### src/rtl/mem_port_arbiter_if.sv
// rtl/mem_port_arbiter_if.sv - requester/memory handshake bundle for mem_port_arbiter
interface mem_port_arbiter_if #(
  parameter int DATA_W = 32
);
  logic              req0;
  logic              req1;
  logic              we1;
  logic              mux_sel;
  logic              mem_req;
  logic              mem_we;
  logic              mem_ack;
  logic [DATA_W-1:0] mem_rdata;
  logic [DATA_W-1:0] rdata;
  logic              done0;
  logic              done1;
  logic              err;
  logic              busy;

  modport master (
    output req0, req1, we1, mem_ack, mem_rdata,
    input  mux_sel, mem_req, mem_we, rdata, done0, done1, err, busy
  );

  modport slave (
    input  req0, req1, we1, mem_ack, mem_rdata,
    output mux_sel, mem_req, mem_we, rdata, done0, done1, err, busy
  );
endinterface

### src/rtl/mem_port_arbiter.sv
// rtl/mem_port_arbiter.sv - round-robin arbiter sharing one memory port between fetch and load/store
// Optional grant timeout enabled by defining MEM_TIMEOUT_EN.
module mem_port_arbiter #(
  parameter int DATA_W  = 32,
  parameter int TIMEOUT = 15
) (
  input  logic              clk,
  input  logic              rst,
  mem_port_arbiter_if.slave bus
);

  typedef enum logic [1:0] {IDLE, GRANT0, GRANT1, DONE} state_t;

  generate
    if (TIMEOUT < 1 || TIMEOUT > 255) begin : g_bad_timeout
      $error("mem_port_arbiter: TIMEOUT must be within 1..255");
    end
  endgenerate

  state_t            state_q, state_d;
  logic              last_grant_q, last_grant_d;
  logic              done_port_q, done_port_d;
  logic              mux_sel_q, mux_sel_d;
  logic              mem_we_q, mem_we_d;
  logic [DATA_W-1:0] rdata_q, rdata_d;
`ifdef MEM_TIMEOUT_EN
  logic [7:0]        cnt_q, cnt_d;
  logic              timeout_q, timeout_d;
`endif

  always_ff @(posedge clk) begin
    if (rst) begin
      state_q      <= IDLE;
      last_grant_q <= 1'b1;
      done_port_q  <= 1'b0;
      mux_sel_q    <= 1'b0;
      mem_we_q     <= 1'b0;
      rdata_q      <= '0;
`ifdef MEM_TIMEOUT_EN
      cnt_q        <= 8'd0;
      timeout_q    <= 1'b0;
`endif
    end else begin
      state_q      <= state_d;
      last_grant_q <= last_grant_d;
      done_port_q  <= done_port_d;
      mux_sel_q    <= mux_sel_d;
      mem_we_q     <= mem_we_d;
      rdata_q      <= rdata_d;
`ifdef MEM_TIMEOUT_EN
      cnt_q        <= cnt_d;
      timeout_q    <= timeout_d;
`endif
    end
  end

  always_comb begin
    state_d      = state_q;
    last_grant_d = last_grant_q;
    done_port_d  = done_port_q;
    mux_sel_d    = mux_sel_q;
    mem_we_d     = mem_we_q;
    rdata_d      = rdata_q;
`ifdef MEM_TIMEOUT_EN
    cnt_d        = cnt_q;
    timeout_d    = timeout_q;
`endif
    case (state_q)
      IDLE: begin
        // On a tie port 0 wins only when port 1 was granted last.
        if (bus.req0 && (!bus.req1 || last_grant_q)) begin
          state_d      = GRANT0;
          mux_sel_d    = 1'b0;
          mem_we_d     = 1'b0;
          last_grant_d = 1'b0;
        end else if (bus.req1) begin
          state_d      = GRANT1;
          mux_sel_d    = 1'b1;
          mem_we_d     = bus.we1;
          last_grant_d = 1'b1;
        end
`ifdef MEM_TIMEOUT_EN
        cnt_d     = 8'd0;
        timeout_d = 1'b0;
`endif
      end
      GRANT0, GRANT1: begin
        if (bus.mem_ack) begin
          state_d     = DONE;
          rdata_d     = bus.mem_rdata;
          done_port_d = (state_q == GRANT1);
`ifdef MEM_TIMEOUT_EN
        end else if (cnt_q == 8'(TIMEOUT - 1)) begin
          state_d     = DONE;
          rdata_d     = '0;
          done_port_d = (state_q == GRANT1);
          timeout_d   = 1'b1;
        end else begin
          cnt_d = cnt_q + 8'd1;
`endif
        end
      end
      DONE: state_d = IDLE;
      default: state_d = IDLE;
    endcase
  end

  always_comb begin
    bus.mux_sel = mux_sel_q;
    bus.mem_req = (state_q == GRANT0) || (state_q == GRANT1);
    bus.mem_we  = mem_we_q && ((state_q == GRANT0) || (state_q == GRANT1));
    bus.rdata   = rdata_q;
    bus.done0   = (state_q == DONE) && !done_port_q;
    bus.done1   = (state_q == DONE) && done_port_q;
    bus.busy    = (state_q != IDLE);
`ifdef MEM_TIMEOUT_EN
    bus.err     = (state_q == DONE) && timeout_q;
`else
    bus.err     = 1'b0;
`endif
  end

endmodule

### src/flat_wrapper.sv
// flat-port wrapper written by rule: the top's interface ports become plain ports
module mem_port_arbiter_flat 
#(
  parameter int DATA_W  = 32,
  parameter int TIMEOUT = 15
)
  (clk, rst, bus_req0, bus_req1, bus_we1, bus_mem_ack, bus_mem_rdata, bus_mux_sel, bus_mem_req, bus_mem_we, bus_rdata, bus_done0, bus_done1, bus_err, bus_busy);
  mem_port_arbiter_if #(.DATA_W(DATA_W)) bus_i ();
  input  logic clk;
  input  logic rst;
  input wire logic [$bits(bus_i.req0)-1:0] bus_req0;
  input wire logic [$bits(bus_i.req1)-1:0] bus_req1;
  input wire logic [$bits(bus_i.we1)-1:0] bus_we1;
  input wire logic [$bits(bus_i.mem_ack)-1:0] bus_mem_ack;
  input wire logic [$bits(bus_i.mem_rdata)-1:0] bus_mem_rdata;
  output wire logic [$bits(bus_i.mux_sel)-1:0] bus_mux_sel;
  output wire logic [$bits(bus_i.mem_req)-1:0] bus_mem_req;
  output wire logic [$bits(bus_i.mem_we)-1:0] bus_mem_we;
  output wire logic [$bits(bus_i.rdata)-1:0] bus_rdata;
  output wire logic [$bits(bus_i.done0)-1:0] bus_done0;
  output wire logic [$bits(bus_i.done1)-1:0] bus_done1;
  output wire logic [$bits(bus_i.err)-1:0] bus_err;
  output wire logic [$bits(bus_i.busy)-1:0] bus_busy;
  assign bus_i.req0 = bus_req0;
  assign bus_i.req1 = bus_req1;
  assign bus_i.we1 = bus_we1;
  assign bus_i.mem_ack = bus_mem_ack;
  assign bus_i.mem_rdata = bus_mem_rdata;
  assign bus_mux_sel = bus_i.mux_sel;
  assign bus_mem_req = bus_i.mem_req;
  assign bus_mem_we = bus_i.mem_we;
  assign bus_rdata = bus_i.rdata;
  assign bus_done0 = bus_i.done0;
  assign bus_done1 = bus_i.done1;
  assign bus_err = bus_i.err;
  assign bus_busy = bus_i.busy;
  mem_port_arbiter #(.DATA_W(DATA_W), .TIMEOUT(TIMEOUT)) u_core (.clk(clk), .rst(rst), .bus(bus_i));
endmodule
### config.mk
export PLATFORM = sky130hd
export DESIGN_NAME = mem_port_arbiter_flat
export DESIGN_NICKNAME = d
export VERILOG_FILES = /design/src/rtl/mem_port_arbiter_if.sv /design/src/rtl/mem_port_arbiter.sv /design/src/flat_wrapper.sv
export SDC_FILE = /design/constraint.sdc
export NUM_CORES = 1
export LEC_CHECK = 0
export BUFFER_PORTS_ARGS = -buffer_cell sky130_fd_sc_hd__buf_2
export CORE_AREA = 5 5 79 81
export DETAILED_ROUTE_END_ITERATION = 6
export DIE_AREA = 0 0 84 86
export PLACE_DENSITY = 0.55
export RECOVER_POWER = 100
export SYNTH_ARGS = -nofsm -noshare
export SYNTH_HDL_FRONTEND = slang
export SYNTH_SLANG_ARGS = --single-unit
export TNS_END_PERCENT = 20
### constraint.sdc
create_clock -name clk -period 2 [get_ports clk]
set_input_delay 0.1 -clock clk [delete_from_list [all_inputs] [get_ports clk]]
set_output_delay 0.1 -clock clk [all_outputs]
set_load 0.01 [all_outputs]
Yosys cells after proc, flatten, opt, wreduce, memory -nomap -nowiden. Cells that the tools add are included.

Equal/unequal tests: 5. Mux-type cells: 8. Reductions and logical operators: 15.

Operators by type and width (count): 2-to-1 mux 2 bit (3); case mux 2 bit (3 select lines) (1); AND reduction 2 bit (3); equality test 2 bit (second input constant) (2); logical AND 1 bit (4); 2-to-1 mux 1 bit (4); nonzero test 2 bit (2); != test 3 x 2 -> 1 bit (second input constant) (1); equality test 2 x 1 -> 1 bit (second input constant) (1); zero test 1 bit (2); zero test 2 bit (1); logical OR 1 bit (2); != test 2 bit (second input constant) (1); OR reduction 2 bit (1).

Output and inout bits: 39. Input bits: 38. Word-level logic and storage cells: 34. Register bits after elaboration: 38.

Depth between registers and ports, before layout.
Depth in word-level cells: 5. Mapped depth: 7. Gate-level depth less buffers: 5.

Least setup slack after synthesis. OpenSTA, ideal clock, no wires.

Kind: register to register. Start point: reg u_core.state_q[0]. End point: reg u_core.rdata_q[11], in the netlist u_core.bus.rdata[11]. Period minus slack after synthesis: 1.417 ns. Required time: 1.865 ns. Slack: 0.583 ns. Buffers on the path: 2. Arrival time: 1.282 ns. Library setup time: 0.135 ns. Stages on the path, launching flop included: 8. Cells stage by stage: dfxtp_1 > inv_1 > ha_1 > and2_4 > buf_8 > buf_8 > nand2_1 > a21oi_2.

Word-level cells in the longest chain between the ends: 3. Elaborated cells between the ends (all ways): 4.

RTL lines: start, declared (line mem_port_arbiter.sv:20) `state_t state_q, state_d;`; start signal, assigned (line mem_port_arbiter.sv:44) `state_q <= state_d;`; equality test 2 x 1 -> 1 bit or equality test 2 bit (tied branches) (line mem_port_arbiter.sv:68) `case (state_q)`; OR reduction 2 bit * (line mem_port_arbiter.sv:68); AND reduction 2 bit (no line) *; end signal, assigned (line mem_port_arbiter.sv:49) `rdata_q <= rdata_d;`; end, declared (line mem_port_arbiter.sv:25) `logic [DATA_W-1:0] rdata_q, rdata_d;`.

Every way passes the cells marked *; elsewhere a longest branch is shown, timed or not. A chain may end at the register's enable or synchronous reset.

Final worst setup path.
Start point: reg u_core.state_q[1]. End point: out bus_mem_we.

Word-level cells in the longest chain between the ends: 3. Elaborated cells between the ends (all ways): 4.

RTL lines: equality test 2 x 1 -> 1 bit or equality test 2 bit (tied branches) (line mem_port_arbiter.sv:111) `bus.mem_we = mem_we_q && ((state_q == GRANT0) || (state_q == GRANT1));`; logical OR 1 bit * (line mem_port_arbiter.sv:111); logical AND 1 bit * (line mem_port_arbiter.sv:111); end, declared (line flat_wrapper.sv:18) `output wire logic [$bits(bus_i.mem_we)-1:0] bus_mem_we;`.

Marks and branches as above.

==> impl_metrics.tcl <==
set metrics [dict create \
    num_antenna_cells 0 \
    fmax_ghz 0.656 \
    drcViolationCount 0 \
    routed_wl_um 3730 \
    cellLeakagePower_nw 0.774 \
    reg2regPathDepth 5 \
    cts.sinks 38 \
    maxCapViolations 0 \
    cts_tree "built" \
    r2r-end "u_core.bus.rdata[26]" \
    startpoint_type "flip-flop" \
    skew_ns 0.00677 \
    vdd_drop_max_mv 0.521 \
    period_minus_slack_ns 1.52 \
    dpl_cell_area_um2 1940 \
    area_growth_pct 25.6 \
    gp_congestion 0.748 \
    wire_per_inst_um 11.3 \
    synthTopCellsByCount "nand2_1, dfxtp_1, a21oi_1" \
    clock_path_buffers 2 \
    path_cells "inv_1, ha_1, and2_2, clkbuf_1" \
    portBuffers 75 \
    die_h_um 86 \
    routed-wl-met2_um 1640 \
    drtIter0Drc 44 \
    post-place-cells 321 \
    grt_max_degree 34 \
    worstReg2RegStart "u_core.state_q[1]" \
    setup_tns_ns 0 \
    clock_power_share_pct 24.8 \
    cp-end-kind "primary output" \
    switching_share_pct 36.1 \
    avgSynthCellArea_um2 8.45 \
    num_rows 27 \
    yosys.area.top_type_share_pct 48.9 \
    setup_viol 0 \
    grt_overflow 0 \
    synth_area_um2 1560 \
    crit_buf_inv 2 \
    ios 77 \
    synth_cell_type_count 28 \
    period_share_pct 76.2 \
    highest_layer "met4" \
    synth_ff_type "dfxtp_1" \
    wl_met3_um 319 \
    drtPass1Iterations 4 \
    critical_path_class "flip-flop to primary output" \
    cts.clk_slew.worst_paths_ns 0.08 \
    synth.most_common_cell "nand2_1" \
    cts_root_buffer "clkbuf_8" \
    synth_area_leaders "dfxtp_1, nand2_1, a21oi_2" \
    ys_warn_count 0 \
    seqPwrFrac_pct 40.1 \
    yosys.area.top_type "dfxtp_1" \
    holdPathEnd "u_core.bus.rdata[15]" \
    syn-instance-count 184 \
    synth-async-reset-ratio_pct 0 \
    grt_pass1_wl_um 6420 \
    cts_resized 0 \
    grt_usage_pct 10.8 \
    hold_buffers 0 \
    grt_pass1_vias 1384 \
    clk_latency_ns 0.28 \
    die_w_um 84 \
    power_density_nw_per_um2 1300 \
    final_nets 297 \
    min_path_cells 3 \
    hold_viol 0 \
    drive_gt1_share_pct 21.0 \
    critical-path-top-delay-family "flip-flops" \
    crit_path_top_delay_cell "dfxtp_1" \
    path_max_fanout 7 \
    fp.dieArea_um2 7220 \
    rrSetupSlack_ns 0.48 \
    worst_ep_required_time_ns 1.90 \
    comb_power_share_pct 35.1 \
    synth_edf_count 0 \
    crit_arrival_ns 1.42 \
    fin_cells 329 \
    ant_nets 0 \
    antenna_found_initial 0 \
    final_cell_area_um2 1950 \
    power_mw 2.54 \
    synth_fp_nets 225 \
    internal_power_mw 1.62 \
    rsz0062_at_grt "no" \
    core_um2 5410 \
    hpwl_um 2750 \
    switchingPower_mw 0.917 \
    cts_setup_buffers 0 \
    met1Wirelength_um 1730 \
    cts_max_level 2 \
    synth-seq-cells 38 \
    slew_viol_final 0 \
    num_vias 1372 \
    cts_inserted_buffers 5 \
    hp-class "input pin to flip-flop" \
    cpPeakStageDelay_ns 0.38 \
    whs_ns 0.0481 \
    vias_per_cell 4.17 \
    start_util_pct 28.8 \
    status "finished clean" \
    synth_seq_area_share_pct 48.9 \
    hold_path_startpoint "bus_mem_rdata[15]" \
]
==> cell type report <==
cell class	instances	area, um2
clock buffer	7	76.3
clock inverter	1	30.0
fill	631	3450
inverter	5	18.8
multi-input combinational	128	627
sequential	38	761
tap	72	90.1
timing repair buffer	78	350
==> layer usage <==
layer | up-vias | GRT usage, %
met4 | 0 | 3.07
li1 | 733 | -
met5 | - | 0
met2 | 49 | 17.1
met3 | 5 | 4.42
met1 | 585 | 13.7
==> metrics by stage <==
step,util [%],setup slack (ns)
after CTS,37.8,0.443
final,36.1,0.476
after floorplan,-,0.583
after global routing,36.1,0.284
after detailed placement,35.9,0.458
after global placement,35.9,0.484
==> cell families after synthesis <==
logic type | Yosys count | synth area share [%]
simple gates | 81 | 20.9
buf+inv | 18 | 7.96
fa+ha+maj | 3 | 2.41
other cells | 1 | 0.241
mux | 1 | 0.644
compound gates | 42 | 18.9
flops | 38 | 48.9
==> worst reg2reg max path, delay by kind of cell, from the launching register on <==
family / cells / cell delay (ns)
adder cells (fa/ha/maj): 1 / 0.38
buffers and inverters: 1 / 0.06
flip-flops: 1 / 0.38
AO/OA/AOI/OAI: 1 / 0.14
AND/OR/NAND/NOR: 2 / 0.50
==> registers in the layout, summed over array words and instances (netlist names) <==
| signal | count |
|---|---|
| u_core.bus.rdata | 32 |
| u_core.state_q | 2 |
| u_core.bus.mux_sel | 1 |
| u_core.done_port_q | 1 |
| u_core.last_grant_q | 1 |
| u_core.mem_we_q | 1 |
==> layout by cell type (no fill, tap or decap) <==
| master | count |
|---|---|
| o21ai_0 | 1 |
| bufinv_16 | 1 |
| a211oi_1 | 1 |
| dfxtp_1 | 38 |
| and2_1 | 1 |
| nor2_1 | 2 |
| inv_1 | 5 |
| nand2_1 | 73 |
| o221ai_1 | 1 |
| buf_2 | 37 |
| and2_2 | 1 |
| a22o_2 | 1 |
| buf_4 | 3 |
| mux2i_1 | 1 |
| clkbuf_1 | 40 |
| nor2b_1 | 2 |
| a21oi_1 | 29 |
| conb_1 | 1 |
| a32oi_1 | 1 |
| ha_1 | 3 |
| o211ai_1 | 1 |
| clkbuf_8 | 5 |
| nand4_1 | 1 |
| and2_4 | 1 |
| a21boi_0 | 1 |
| a21oi_2 | 5 |
| a2bb2oi_1 | 1 |
==> worst max-delay path by stage <==
stage / cells past startpoint / slack (ns) / end / from
floorplan: 7 / 0.58 / u_core.bus.rdata[11] / u_core.state_q[0]
global placement: 5 / 0.48 / u_core.bus.rdata[31] / u_core.state_q[1]
detailed placement: 5 / 0.46 / u_core.bus.rdata[3] / u_core.state_q[1]
CTS: 5 / 0.44 / u_core.bus.rdata[3] / u_core.state_q[1]
global route: 5 / 0.28 / u_core.bus.rdata[20] / u_core.state_q[1]
finish: 4 / 0.48 / bus_mem_we / u_core.state_q[1]
==> power groups by stage <==
stage	registers (mW)	logic, mW	clock network, mW
after floorplan	1.10	0.690	0
after global placement	1.03	0.990	0
after detailed placement	1.03	0.995	0
after CTS	1.02	0.997	0.666
after global routing	1.04	1.03	0.696
final	1.02	0.890	0.630
Power figures use the tool's default switching activity.
